--- src/rtl/mdio_controlador_pkg.sv ---
// Shared constants, frame field positions and FSM encoding for the MDIO master.
package mdio_controlador_pkg;

    localparam logic [1:0] ST_CODE  = 2'b01;
    localparam logic [1:0] OP_WRITE = 2'b01;
    localparam logic [1:0] OP_READ  = 2'b10;

    localparam int ST_MSB   = 31;
    localparam int OP_MSB   = 29;
    localparam int PHY_MSB  = 27;
    localparam int REG_MSB  = 22;
    localparam int TA_MSB   = 17;
    localparam int DATA_MSB = 15;

    localparam int FRAME_LEN = 32;

    typedef enum logic [1:0] {
        IDLE     = 2'd0,
        PREAMBLE = 2'd1,
        FRAME    = 2'd2,
        DONE     = 2'd3
    } state_t;

endpackage

--- src/rtl/mdio_controlador_if.sv ---
// Host request/response signals plus the serial MDIO pins of the management master.
interface mdio_controlador_if;

    logic        MDIO_START;
    logic [31:0] T_DATA;
    logic        MDIO_IN;
    logic        MDC;
    logic        MDIO_OUT;
    logic        MDIO_OE;
    logic [15:0] RD_DATA;
    logic        MDIO_DONE;
    logic        BUSY;

    modport master (
        input  MDIO_START, T_DATA, MDIO_IN,
        output MDC, MDIO_OUT, MDIO_OE, RD_DATA, MDIO_DONE, BUSY
    );

    modport slave (
        output MDIO_START, T_DATA, MDIO_IN,
        input  MDC, MDIO_OUT, MDIO_OE, RD_DATA, MDIO_DONE, BUSY
    );

endinterface

--- src/rtl/mdio_controlador_mdc_gen.sv ---
// MDC generator: low half then high half per bit, with strobes at bit start and mid-bit.
module mdio_controlador_mdc_gen #(
    parameter int DIV = 1
) (
    input  logic clk,
    input  logic rst_n,
    input  logic en,
    output logic mdc,
    output logic bit_start,
    output logic sample
);

    localparam logic [7:0] DIV_M1 = 8'(DIV - 1);

    logic [7:0] div_cnt;
    logic       running;
    logic       tick;

    // The first tick after enable always opens a bit; afterwards MDC level selects the edge.
    assign tick      = en && (div_cnt == 8'd0);
    assign bit_start = tick && (!running || mdc);
    assign sample    = tick && running && !mdc;

    // Half-period down-counter and MDC level; everything parks low while disabled.
    always_ff @(posedge clk or negedge rst_n) begin
        if (!rst_n) begin
            div_cnt <= 8'd0;
            running <= 1'b0;
            mdc     <= 1'b0;
        end else if (!en) begin
            div_cnt <= 8'd0;
            running <= 1'b0;
            mdc     <= 1'b0;
        end else if (tick) begin
            running <= 1'b1;
            mdc     <= sample;
            div_cnt <= DIV_M1;
        end else begin
            div_cnt <= div_cnt - 8'd1;
        end
    end

endmodule

--- src/rtl/mdio_controlador.sv ---
// Clause-22 MDIO master: preamble, 32-bit frame, read turnaround release and data capture.
module mdio_controlador
    import mdio_controlador_pkg::*;
#(
    parameter int DIV     = 1,
    parameter int PRE_LEN = 32
) (
    input  logic                CLK,
    input  logic                RESET,
    mdio_controlador_if.master  bus
);

    localparam logic [5:0] PRE_CNT   = 6'(PRE_LEN);
    localparam logic [5:0] FRAME_CNT = 6'(FRAME_LEN);
    localparam logic [5:0] TA_CNT    = 6'(TA_MSB + 1);
    localparam logic [5:0] DATA_CNT  = 6'(DATA_MSB);

    state_t      state, state_nxt;
    logic [5:0]  bit_cnt, bit_cnt_nxt;
    logic [31:0] shreg, shreg_nxt;
    logic        is_read, is_read_nxt;
    logic        out_r, out_nxt;
    logic        oe_r, oe_nxt;
    logic        done_r, done_nxt;
    logic        busy_r, busy_nxt;
    logic [15:0] rd_r, rd_nxt;
    logic        mdc_en, bit_start, sample, mdc;
    logic        tristate;

    assign mdc_en = (state == PREAMBLE) || (state == FRAME);

    mdio_controlador_mdc_gen #(.DIV(DIV)) u_mdc_gen (
        .clk       (CLK),
        .rst_n     (RESET),
        .en        (mdc_en),
        .mdc       (mdc),
        .bit_start (bit_start),
        .sample    (sample)
    );

    // bit_cnt still holds the index+1 of the bit about to start; TA and data of a read are released.
    assign tristate = is_read && (bit_cnt <= TA_CNT);

    // Next-state and next-output decode.
    always_comb begin
        state_nxt   = state;
        bit_cnt_nxt = bit_cnt;
        shreg_nxt   = shreg;
        is_read_nxt = is_read;
        out_nxt     = out_r;
        oe_nxt      = oe_r;
        done_nxt    = 1'b0;
        busy_nxt    = busy_r;
        rd_nxt      = rd_r;
        case (state)
            IDLE: begin
                out_nxt  = 1'b0;
                oe_nxt   = 1'b0;
                busy_nxt = 1'b0;
                if (bus.MDIO_START) begin
                    shreg_nxt   = bus.T_DATA;
                    is_read_nxt = (bus.T_DATA[OP_MSB -: 2] == OP_READ);
                    busy_nxt    = 1'b1;
                    if (PRE_LEN == 0) begin
                        state_nxt   = FRAME;
                        bit_cnt_nxt = FRAME_CNT;
                    end else begin
                        state_nxt   = PREAMBLE;
                        bit_cnt_nxt = PRE_CNT;
                    end
                end
            end
            PREAMBLE: begin
                if (bit_start) begin
                    if (bit_cnt != 6'd0) begin
                        out_nxt     = 1'b1;
                        oe_nxt      = 1'b1;
                        bit_cnt_nxt = bit_cnt - 6'd1;
                    end else begin
                        state_nxt   = FRAME;
                        out_nxt     = shreg[ST_MSB];
                        oe_nxt      = 1'b1;
                        shreg_nxt   = {shreg[30:0], 1'b0};
                        bit_cnt_nxt = FRAME_CNT - 6'd1;
                    end
                end
            end
            FRAME: begin
                if (bit_start) begin
                    if (bit_cnt != 6'd0) begin
                        out_nxt     = shreg[ST_MSB] && !tristate;
                        oe_nxt      = !tristate;
                        shreg_nxt   = {shreg[30:0], 1'b0};
                        bit_cnt_nxt = bit_cnt - 6'd1;
                    end else begin
                        state_nxt = DONE;
                        out_nxt   = 1'b0;
                        oe_nxt    = 1'b0;
                        done_nxt  = 1'b1;
                    end
                end
                if (sample && is_read && (bit_cnt <= DATA_CNT)) begin
                    rd_nxt = {rd_r[14:0], bus.MDIO_IN};
                end
            end
            DONE: begin
                state_nxt = IDLE;
                out_nxt   = 1'b0;
                oe_nxt    = 1'b0;
                busy_nxt  = 1'b0;
            end
            default: begin
                state_nxt = IDLE;
            end
        endcase
    end

    // State and registered outputs; reset aborts any frame in flight.
    always_ff @(posedge CLK or negedge RESET) begin
        if (!RESET) begin
            state   <= IDLE;
            bit_cnt <= 6'd0;
            shreg   <= 32'h0;
            is_read <= 1'b0;
            out_r   <= 1'b0;
            oe_r    <= 1'b0;
            done_r  <= 1'b0;
            busy_r  <= 1'b0;
            rd_r    <= 16'h0;
        end else begin
            state   <= state_nxt;
            bit_cnt <= bit_cnt_nxt;
            shreg   <= shreg_nxt;
            is_read <= is_read_nxt;
            out_r   <= out_nxt;
            oe_r    <= oe_nxt;
            done_r  <= done_nxt;
            busy_r  <= busy_nxt;
            rd_r    <= rd_nxt;
        end
    end

    assign bus.MDC       = mdc;
    assign bus.MDIO_OUT  = out_r;
    assign bus.MDIO_OE   = oe_r;
    assign bus.RD_DATA   = rd_r;
    assign bus.MDIO_DONE = done_r;
    assign bus.BUSY      = busy_r;

endmodule

--- src/flat_wrapper.sv ---
// flat-port wrapper written by rule: the top's interface ports become plain ports
module mdio_controlador_flat import mdio_controlador_pkg::*;
#(
    parameter int DIV     = 1,
    parameter int PRE_LEN = 32
)
  (CLK, RESET, bus_MDIO_START, bus_T_DATA, bus_MDIO_IN, bus_MDC, bus_MDIO_OUT, bus_MDIO_OE, bus_RD_DATA, bus_MDIO_DONE, bus_BUSY);
  mdio_controlador_if bus_i ();
  input  logic CLK;
  input  logic RESET;
  input wire logic [$bits(bus_i.MDIO_START)-1:0] bus_MDIO_START;
  input wire logic [$bits(bus_i.T_DATA)-1:0] bus_T_DATA;
  input wire logic [$bits(bus_i.MDIO_IN)-1:0] bus_MDIO_IN;
  output wire logic [$bits(bus_i.MDC)-1:0] bus_MDC;
  output wire logic [$bits(bus_i.MDIO_OUT)-1:0] bus_MDIO_OUT;
  output wire logic [$bits(bus_i.MDIO_OE)-1:0] bus_MDIO_OE;
  output wire logic [$bits(bus_i.RD_DATA)-1:0] bus_RD_DATA;
  output wire logic [$bits(bus_i.MDIO_DONE)-1:0] bus_MDIO_DONE;
  output wire logic [$bits(bus_i.BUSY)-1:0] bus_BUSY;
  assign bus_i.MDIO_START = bus_MDIO_START;
  assign bus_i.T_DATA = bus_T_DATA;
  assign bus_i.MDIO_IN = bus_MDIO_IN;
  assign bus_MDC = bus_i.MDC;
  assign bus_MDIO_OUT = bus_i.MDIO_OUT;
  assign bus_MDIO_OE = bus_i.MDIO_OE;
  assign bus_RD_DATA = bus_i.RD_DATA;
  assign bus_MDIO_DONE = bus_i.MDIO_DONE;
  assign bus_BUSY = bus_i.BUSY;
  mdio_controlador #(.DIV(DIV), .PRE_LEN(PRE_LEN)) u_core (.CLK(CLK), .RESET(RESET), .bus(bus_i));
endmodule
--- config.mk ---
export PLATFORM = sky130hd
export DESIGN_NAME = mdio_controlador_flat
export DESIGN_NICKNAME = d
export VERILOG_FILES = /design/src/rtl/mdio_controlador_pkg.sv /design/src/rtl/mdio_controlador_if.sv /design/src/rtl/mdio_controlador_mdc_gen.sv /design/src/rtl/mdio_controlador.sv /design/src/flat_wrapper.sv
export SDC_FILE = /design/constraint.sdc
export NUM_CORES = 1
export LEC_CHECK = 0
export ABC_AREA = 1
export CAP_MARGIN = 20
export CELL_PAD_IN_SITES_DETAIL_PLACEMENT = 0
export CELL_PAD_IN_SITES_GLOBAL_PLACEMENT = 1
export CORE_UTILIZATION = 43
export CTS_CLUSTER_SIZE = 30
export DETAILED_ROUTE_END_ITERATION = 7
export PLACE_DENSITY = 0.95
export SLEW_MARGIN = 15
export SYNTH_ARGS = -nofsm -noshare
export SYNTH_HDL_FRONTEND = slang
export SYNTH_SLANG_ARGS = --single-unit
--- constraint.sdc ---
create_clock -name CLK -period 4.45 [get_ports CLK]
set_clock_uncertainty 0.15 [all_clocks]
set_input_delay 1.1125 -clock CLK [delete_from_list [all_inputs] [get_ports CLK]]
set_output_delay 1.1125 -clock CLK [all_outputs]
set_load 0.01 [all_outputs]
==> results.cfg, run 1 <==
[placement]
portBuffers = 56
hpwl_um = 5292
dp_cells = 632
globalplace.congestion = 0.8056

[grt]
grt_usage_pct = 19.15
grt_pass1_wl_um = 13490
overflow = 0
grtUsageMet1_pct = 24.47
grt.busiest_layer = met2
gr-usage-met2_pct = 32.56
grt_max_degree = 44
grt_pass1_vias = 3001
grtUsageMet3_pct = 4.864
antenna_found_initial = 0

[timing]
max_freq_mhz = 370.8
hold_viol_final = 0
tns_ns = 0
fin_crit_ns = 2.697
layout_worst_path_cycle_share_pct = 60.61
worstMarginPinSlew_ns = 0.7629
whs_ns = 0.2775
final-setup-viol-count = 0
slew_viol_final = 0
worst_slew_margin_rel_pct = 49.14
rsz0062_at_grt = no

[pwr]
leakage_uw = 0.002483
pwr-share-clk_pct = 15.8
cellPowerDensity_nw_per_um2 = 721.0
p_total_uw = 3248
p_seq_share_pct = 30.2
p_int_uw = 1683
vdd_drop_max_uv = 378.5
combinationalPowerShare_pct = 53.9
switching_share_pct = 48.20
switchingPower_uw = 1566

[run]
drv_cap = 0

[detailed_routing]
wl_per_cell_um = 12.02
final_antenna_net_count = 0
vias_per_cell = 4.958
dr_total_vias = 3213
drt_drc_violations_left = 0
drt-initial-drc-count = 184
dr.pass1.iters = 4
routed_wl_um = 7788

[critical_path]
critPathTopFamily = simple AND/OR/NAND/NOR gates
worstReg2RegStart = u_core.state[0]
cp_data_required_time_ns = 4.53
worstPathArrival_ns = 2.78
worst-path-buf-inv = 2
crit_chain = clkdlybuf4s50_1, nor2_1, nor2_1, inv_1, nor2_4, nand2_4, nand2_1, nand2_1
critPathSlowestCell = clkdlybuf4s50_1
r2r_end = u_core.u_mdc_gen.mdc
cp_num_cells = 8
critical_path_class = input port to flip-flop
start_kind = input port
reg2reg_slack_ns = 2.04
critPathCaptureType = flip-flop
critPathLaunch = bus_MDIO_START
crit_fanout = 32
reg2reg_depth = 7
slowest_delay_ns = 0.52
endpoint = u_core.shreg[25]

[cts]
cts_sinks = 71
clk_pin_slew_ns = 0.08
root_buffer = clkbuf_8
cts_tree = built
cts_buffer_depth = 2
postCtsSetupBuffers = 0
post_cts_resize_count = 0
numCtsBuffers = 9
insertion_delay_ns = 0.34
cts_htree_levels = 3
postCtsHoldBufs = 0

[cells_and_area]
postLayoutCoreUtil_pct = 54.29
antenna_cells = 0
drive_above_1_share_pct = 7.182
nets = 584
fin_cells = 648
final_cell_mix = nand2_1 (238), dfrtp_1 (71), nand3_1 (59), clkdlybuf4s50_1 (55), nor2_1 (23)
areaGrowthSynthToFinish_pct = 20.80
layout_commonest_cell = nand2_1

[synth]
synth-simple-area-share_pct = 39.58
synthCells = 487
synth.avg_cell_area_um2 = 7.659
ys_types = 28
ys_seq_area_share_pct = 47.64
synth_compound_area_share_pct = 1.778
synth-xor-area-share_pct = 1.644
synth_seq_cells = 71
netlist_area_um2 = 3730
synth_top_family_by_area = simple AND/OR/NAND/NOR gates
synthAdderAreaFrac_pct = 3.355
synth_nets = 533
yosysWarnings = 0
muxShareOfSynthArea_pct = 0

[status]
status = finished clean

[die]
initial_core_util_pct = 44.94
dieHeight_um = 95.14
ios = 57
rows = 33
die_width_um = 95.14
die-area_um2 = 9051
coreArea_um2 = 8299

[min_path]
worstHoldPathType = flip-flop to flip-flop
min-delay-start = u_core.u_mdc_gen.div_cnt[0]
-- kinds of logic (layout without fill, tap and decap cells) --
kind of cell | Yosys count | after routing
compound gates | 13 | 13
flops | 71 | 71
simple gates | 343 | 343
fa+ha+maj | 10 | 10
xor+xnor | 7 | 7
buf+inv | 43 | 99
-- stage by stage --
stage	worst slack, ns	cell area [um2]
after floorplan	2.388	3730
after global placement	1.439	4309
after detailed placement	1.407	4309
after CTS	1.768	4506
after global routing	1.591	4506
final	1.753	4506
-- area by class of cell --
| type | instances | area, um2 |
|---|---|---|
| tap | 105 | 131.4 |
| clock inverter | 7 | 72.57 |
| clock buffer | 9 | 123.9 |
| sequential | 71 | 1777 |
| inverter | 23 | 86.33 |
| fill | 771 | 3794 |
| timing repair buffer | 60 | 585.6 |
| multi-input combinational | 373 | 1729 |
-- Yosys cell counts --
master / count / share of area [%]
nand2_2: 3 / 0.50
o22ai_1: 1 / 0.17
nor2_2: 2 / 0.34
nand4_1: 4 / 0.67
nand2_4: 3 / 0.91
xor2_1: 5 / 1.2
dfrtp_1: 71 / 48
buf_6: 4 / 1.2
nand2_1: 238 / 24
o21ai_0: 3 / 0.40
a21oi_1: 8 / 1.1
clkbuf_1: 4 / 0.40
inv_1: 21 / 2.1
o21ai_1: 1 / 0.13
buf_4: 8 / 1.6
nor2_4: 4 / 1.2
nand3_2: 2 / 0.54
buf_1: 2 / 0.20
ha_1: 10 / 3.4
inv_2: 2 / 0.20
nand3_1: 59 / 7.9
nor2_1: 23 / 2.3
nor2_8: 1 / 0.54
nand3b_1: 2 / 0.40
nor3_1: 1 / 0.13
or2_2: 1 / 0.17
buf_2: 2 / 0.27
xnor2_1: 2 / 0.47
-- registers in the layout, summed over array words and instances (netlist names) --
register                  count
u_core.bus.MDIO_OUT           1
u_core.bus.RD_DATA           16
u_core.bus.MDIO_DONE          1
u_core.u_mdc_gen.running      1
u_core.bus.MDIO_OE            1
u_core.state                  2
u_core.bus.BUSY               1
u_core.u_mdc_gen.div_cnt      8
u_core.shreg                 32
u_core.is_read                1
u_core.bit_cnt                6
u_core.u_mdc_gen.mdc          1
-- layer usage --
metal / vias up / wire length (um)
met5: - / 0
met4: 0 / 61
met3: 7 / 342
met2: 81 / 3686
met1: 1503 / 3697
li1: 1622 / -
-- worst min path at each step --
| stage | to | slack [ns] | cells past startpoint |
|---|---|---|---|
| final | u_core.u_mdc_gen.div_cnt[0] | 0.28 | 1 |
| after global routing | u_core.u_mdc_gen.div_cnt[0] | 0.32 | 1 |
| after CTS | u_core.u_mdc_gen.div_cnt[0] | 0.28 | 1 |
| after detailed placement | u_core.u_mdc_gen.div_cnt[0] | 0.27 | 1 |
| after global placement | u_core.u_mdc_gen.div_cnt[0] | 0.26 | 1 |
| after floorplan | u_core.u_mdc_gen.div_cnt[0] | 0.25 | 1 |
-- power by group through the flow --
stage,clock network (uW),registers (uW),logic (uW)
global placement,0,988,1720
CTS,528,981,1770
global route,551,1010,2020
finish,514,982,1750
floorplan,0,976,1470
detailed placement,0,990,1770
(Power assumes the default switching activity.)
==> inputs of run 2 (changes only) <==
Settings changed: CORE_UTILIZATION 43 to 40, PLACE_DENSITY 0.95 to 0.9.
Clock period 4.45 ns to 2.6 ns, I/O delays scaled along.
==> run 2 against run 1 <==
Effect of this change: sequential cell count unchanged; hold slack worse by 0.24 ns; sequential share of layout area decreased by 0.48 points; cell count is 1.1% higher; critical endpoint is now u_core.shreg[31]; register-to-register slack got worse by 1.6 ns; final area rose by 1.2%; power increased by 74%; sequential power increased by 72%; clock power rose by 76%; critical path depth shrank 1; die area is 7.3% higher; largest cell class unchanged; via count down 1.7%.
==> results.cfg, run 2 (same netlist as run 1, synthesis figures left out) <==
[detailed_routing]
dr.pass1.iters = 4
drt-initial-drc-count = 122
vias_per_cell = 4.823
routed_wl_um = 7925
final_antenna_net_count = 0
drt_drc_violations_left = 0
dr_total_vias = 3159
wl_per_cell_um = 12.10

[critical_path]
crit_fanout = 33
critPathSlowestCell = dfrtp_1
crit_chain = inv_1, ha_1, nand3_2, nand2_4, nand2_4, nand2_1, nand2_1
slowest_delay_ns = 0.40
start_kind = flip-flop
cp_data_required_time_ns = 2.68
worstPathArrival_ns = 2.24
critPathTopFamily = simple AND/OR/NAND/NOR gates
worst-path-buf-inv = 1
critical_path_class = flip-flop to flip-flop
critPathCaptureType = flip-flop

[min_path]
worstHoldPathType = input port to async pin

[cells_and_area]
layout_commonest_cell = nand2_1
final_cell_mix = nand2_1 (238), dfrtp_1 (71), nand3_1 (59), clkdlybuf4s50_1 (55), nor2_1 (23)
fin_cells = 655
n_fill_cell = 876
antenna_cells = 0
drive_above_1_share_pct = 7.861
fin_area_um2 = 4561
nets = 588
largest-register = u_core.shreg
areaGrowthSynthToFinish_pct = 22.27
largest_register_ffs = 32

[timing]
worst_slew_margin_rel_pct = 71.07
final-setup-viol-count = 0
fin_crit_ns = 2.163
slew_viol_final = 0
max_freq_mhz = 462.3
layout_worst_path_cycle_share_pct = 83.20
worstMarginPinSlew_ns = 0.4329
finalWorstSetupSlack_ns = 0.4367
rsz0062_at_grt = no
tns_ns = 0
hold_viol_final = 0

[die]
coreArea_um2 = 8891
rows = 34
ios = 57
initial_core_util_pct = 41.95
die-area_um2 = 9715
dieHeight_um = 98.57
die_width_um = 98.57

[pwr]
vdd_drop_max_uv = 778.0
pwr-share-clk_pct = 16.0
leakage_uw = 0.002510
switchingPower_uw = 2693
switching_share_pct = 47.62
p_seq_share_pct = 29.8
cellPowerDensity_nw_per_um2 = 1240
p_int_uw = 2963
combinationalPowerShare_pct = 54.2

[cts]
cts_tree = built
numCtsBuffers = 9
cts_buffer_depth = 2
cts_htree_levels = 3
postCtsSetupBuffers = 0
root_buffer = clkbuf_8
post_cts_resize_count = 0
insertion_delay_ns = 0.34
cts_sinks = 71
postCtsHoldBufs = 0
clk_pin_slew_ns = 0.08

[placement]
dp_cells = 639
portBuffers = 56
dp_slack_ns = 0.2426
globalplace.congestion = 0.7962
hpwl_um = 5507
dpl_cell_area_um2 = 4355

[grt]
gr-usage-met2_pct = 30.88
grtUsageMet3_pct = 2.411
grt.busiest_layer = met2
overflow = 0
grt_usage_pct = 17.82
grt_pass1_vias = 3146
grt_max_degree = 36
grt_pass1_wl_um = 14080
antenna_found_initial = 0
grtUsageMet1_pct = 22.76

[status]
status = finished clean

[run]
drv_cap = 0
-- run 2: cell types whose count changed in the layout (fill, tap and decap cells not counted), sizes merged --
| cell | change |
|---|---|
| buf | +4 |
| clkbuf | +1 |
| clkinv | -2 |
| inv | +1 |
-- run 2: worst paths after layout --
| kind | startpoint | endpoint | slack [ns] | cells after the start |
|---|---|---|---|---|
| min in group CLK | u_core.u_mdc_gen.div_cnt[0] | u_core.u_mdc_gen.div_cnt[0] | 0.28 | 1 |
| max | u_core.state[1] | u_core.shreg[31] | 0.44 | 7 |
| max in group asynchronous | RESET | u_core.shreg[24] | 1.74 | 2 |
| max reg2reg | u_core.state[1] | u_core.shreg[31] | 0.44 | 7 |
| min | RESET | u_core.bus.RD_DATA[12] | 0.04 | 1 |
| min reg2reg | u_core.u_mdc_gen.div_cnt[0] | u_core.u_mdc_gen.div_cnt[0] | 0.28 | 1 |
-- run 2: through the flow --
step                power, uW  util [%]  hold WS, ns
CTS                      5728     51.29      0.03094
finish                   5657     51.29      0.03825
detailed placement       4803     48.99       0.2660
floorplan                4179         -       0.2044
global route             6235     51.29      0.04405
global placement         4722     48.99       0.2639
-- run 2: metal layers --
metal	up-vias	wire (um)
met2	69	3639
li1	1627	-
met4	0	145
met1	1449	3899
met5	-	0
met3	14	240
-- run 2: power groups by stage --
stage	clock (uW)	combinational, uW	sequential, uW
after detailed placement	0	3100	1700
after global routing	978	3530	1730
after global placement	0	3030	1690
after CTS	936	3110	1680
final	905	3070	1690
after floorplan	0	2510	1670
-- run 2: layout make-up --
type / count / area, um2 / share of cell area, %
Clock buffer: 10 / 137.6 / 3.018
Multi-Input combinational cell: 373 / 1729 / 37.92
Tap cell: 108 / 135.1 / 2.963
Timing Repair Buffer: 64 / 628.1 / 13.77
Clock inverter: 6 / 67.56 / 1.481
Sequential cell: 71 / 1777 / 38.96
Inverter: 23 / 86.33 / 1.893
==> inputs of run 3 (changes only) <==
Clock period 2.6 ns to 2.05 ns, I/O delays scaled along.
==> run 3 against run 2 <==
Effect of this change: clock power grew 13%; global-route usage decreased by 0.39 points; power is 32% higher; critical path depth decreased by 6; largest power group unchanged; via count up 2.7%; clock-buffer cell count is the same; sequential cell count stayed put; sequential power up 26%; highest routed layer unchanged; die area stayed put; first-iteration DRC count up 32%; worst setup slack got worse by 0.32 ns.
==> results.cfg, run 3 (same netlist as run 1, synthesis figures left out) <==
[grt]
antenna_found_initial = 0
grt_pass1_wl_um = 13770
grt_pass1_vias = 3094
overflow = 0
grt_max_degree = 55
grt_usage_pct = 17.43

[cells_and_area]
largest-register = u_core.shreg
final_cell_mix = nand2_1 (237), dfrtp_1 (71), nand3_1 (59), clkdlybuf4s50_1 (55), nor2_1 (23)
areaGrowthSynthToFinish_pct = 25.29
largest_register_ffs = 32
drive_above_1_share_pct = 9.857
antenna_cells = 0
layout_commonest_cell = nand2_1
fin_cells = 666
nets = 599
postLayoutCoreUtil_pct = 52.56
n_fill_cell = 858

[die]
dieHeight_um = 98.57
initial_core_util_pct = 41.95
die-area_um2 = 9715
coreArea_um2 = 8891
die_width_um = 98.57
ios = 57
rows = 34

[pwr]
p_total_uw = 7448
switching_share_pct = 47.45
leakage_uw = 0.002553
cellPowerDensity_nw_per_um2 = 1594
p_seq_share_pct = 28.6
combinationalPowerShare_pct = 57.7
p_int_uw = 3914
pwr-share-clk_pct = 13.7
vdd_drop_max_uv = 866.7
switchingPower_uw = 3534

[timing]
rsz0062_at_grt = no
fin_crit_ns = 1.936
max_freq_mhz = 516.5
whs_ns = 0.2790
final-setup-viol-count = 0
slew_viol_final = 0
hold_viol_final = 0
layout_worst_path_cycle_share_pct = 94.45
worstMarginPinSlew_ns = 0.3004
finalWorstSetupSlack_ns = 0.1138
worst_slew_margin_rel_pct = 79.92

[placement]
dp_cells = 648
dp_slack_ns = -0.1183
globalplace.congestion = 0.7981
portBuffers = 56
hpwl_um = 5544

[detailed_routing]
final_antenna_net_count = 0
wl_per_cell_um = 11.85
drt-initial-drc-count = 161
routed_wl_um = 7892
dr_total_vias = 3243
vias_per_cell = 4.869
drt_drc_violations_left = 0
dr.pass1.iters = 4

[status]
status = finished clean

[critical_path]
crit_fanout = 3
worstReg2RegStart = u_core.state[0]
slowest_delay_ns = 0.55
critPathTopFamily = buffers and inverters
worstPathArrival_ns = 1.27
worst-path-buf-inv = 1
start_kind = flip-flop
critPathSlowestCell = clkdlybuf4s50_1
cp_num_cells = 1
reg2reg_slack_ns = 0.17
crit_chain = clkdlybuf4s50_1
r2r_end = u_core.shreg[21]
reg2reg_depth = 8
cp_data_required_time_ns = 1.39
critical_path_class = flip-flop to output port
critPathCaptureType = output port

[cts]
clk_pin_slew_ns = 0.08
cts_buffer_depth = 2
root_buffer = clkbuf_8
postCtsSetupBuffers = 0
cts_htree_levels = 3
numCtsBuffers = 9
cts_tree = built
insertion_delay_ns = 0.34
cts_sinks = 71

[min_path]
min_path_cells = 1
min-delay-start = u_core.u_mdc_gen.div_cnt[0]
holdPathEnd = u_core.u_mdc_gen.div_cnt[0]
worstHoldPathType = flip-flop to flip-flop

[run]
drv_cap = 0
run 3: how the worst max path moves through the flow:
stage               slack (ns)                   startpoint                end
global placement         -0.06               bus_MDIO_START   u_core.shreg[27]
CTS                       0.05              u_core.state[0]  u_core.bit_cnt[1]
floorplan                 0.25              u_core.state[0]    u_core.shreg[0]
detailed placement       -0.12               bus_MDIO_START   u_core.shreg[26]
finish                    0.11        u_core.bus.RD_DATA[7]     bus_RD_DATA[7]
global route              0.02  u_core.u_mdc_gen.div_cnt[0]   u_core.shreg[22]
run 3: area by class of cell:
cell class                 instances  area, um2  area share [%]
sequential                        71       1777           38.02
clock buffer                      10      137.6           2.945
tap                              108      135.1           2.892
inverter                          23      86.33           1.847
multi-input combinational        374       1770           37.88
timing repair buffer              74      721.9           15.45
clock inverter                     6      45.04          0.9639
run 3: metrics by stage:
step	setup TNS, ns	cell area [um2]
3_3_place_gp	-1.780	4436
6_report	0	4673
5_1_grt	0	4673
2_1_floorplan	0	3730
3_5_place_dp	-3.181	4436
4_1_cts	0	4637
run 3: repair_timing:
action	4_1_cts	5_1_grt
pin swaps	0	1
setup endpoints to repair	8	38
endpoints found under the hold margin	3	0
gates cloned	0	1
hold buffers	1	0
resized for setup	1	5
run 3: routing by layer:
layer | GRT usage [%] | wire length, um | vias up
met5 | 0 | 0 | -
met4 | 5.166 | 94 | 0
met3 | 2.553 | 279 | 11
met2 | 29.96 | 3679 | 76
met1 | 22.89 | 3839 | 1497
li1 | - | - | 1659
run 3: power groups by stage:
stage	logic [uW]	clock network, uW	registers (uW)
finish	4300	1020	2130
global route	4920	1110	2180
CTS	4230	1050	2130
detailed placement	4180	0	2150
global placement	4090	0	2150
floorplan	3180	0	2120
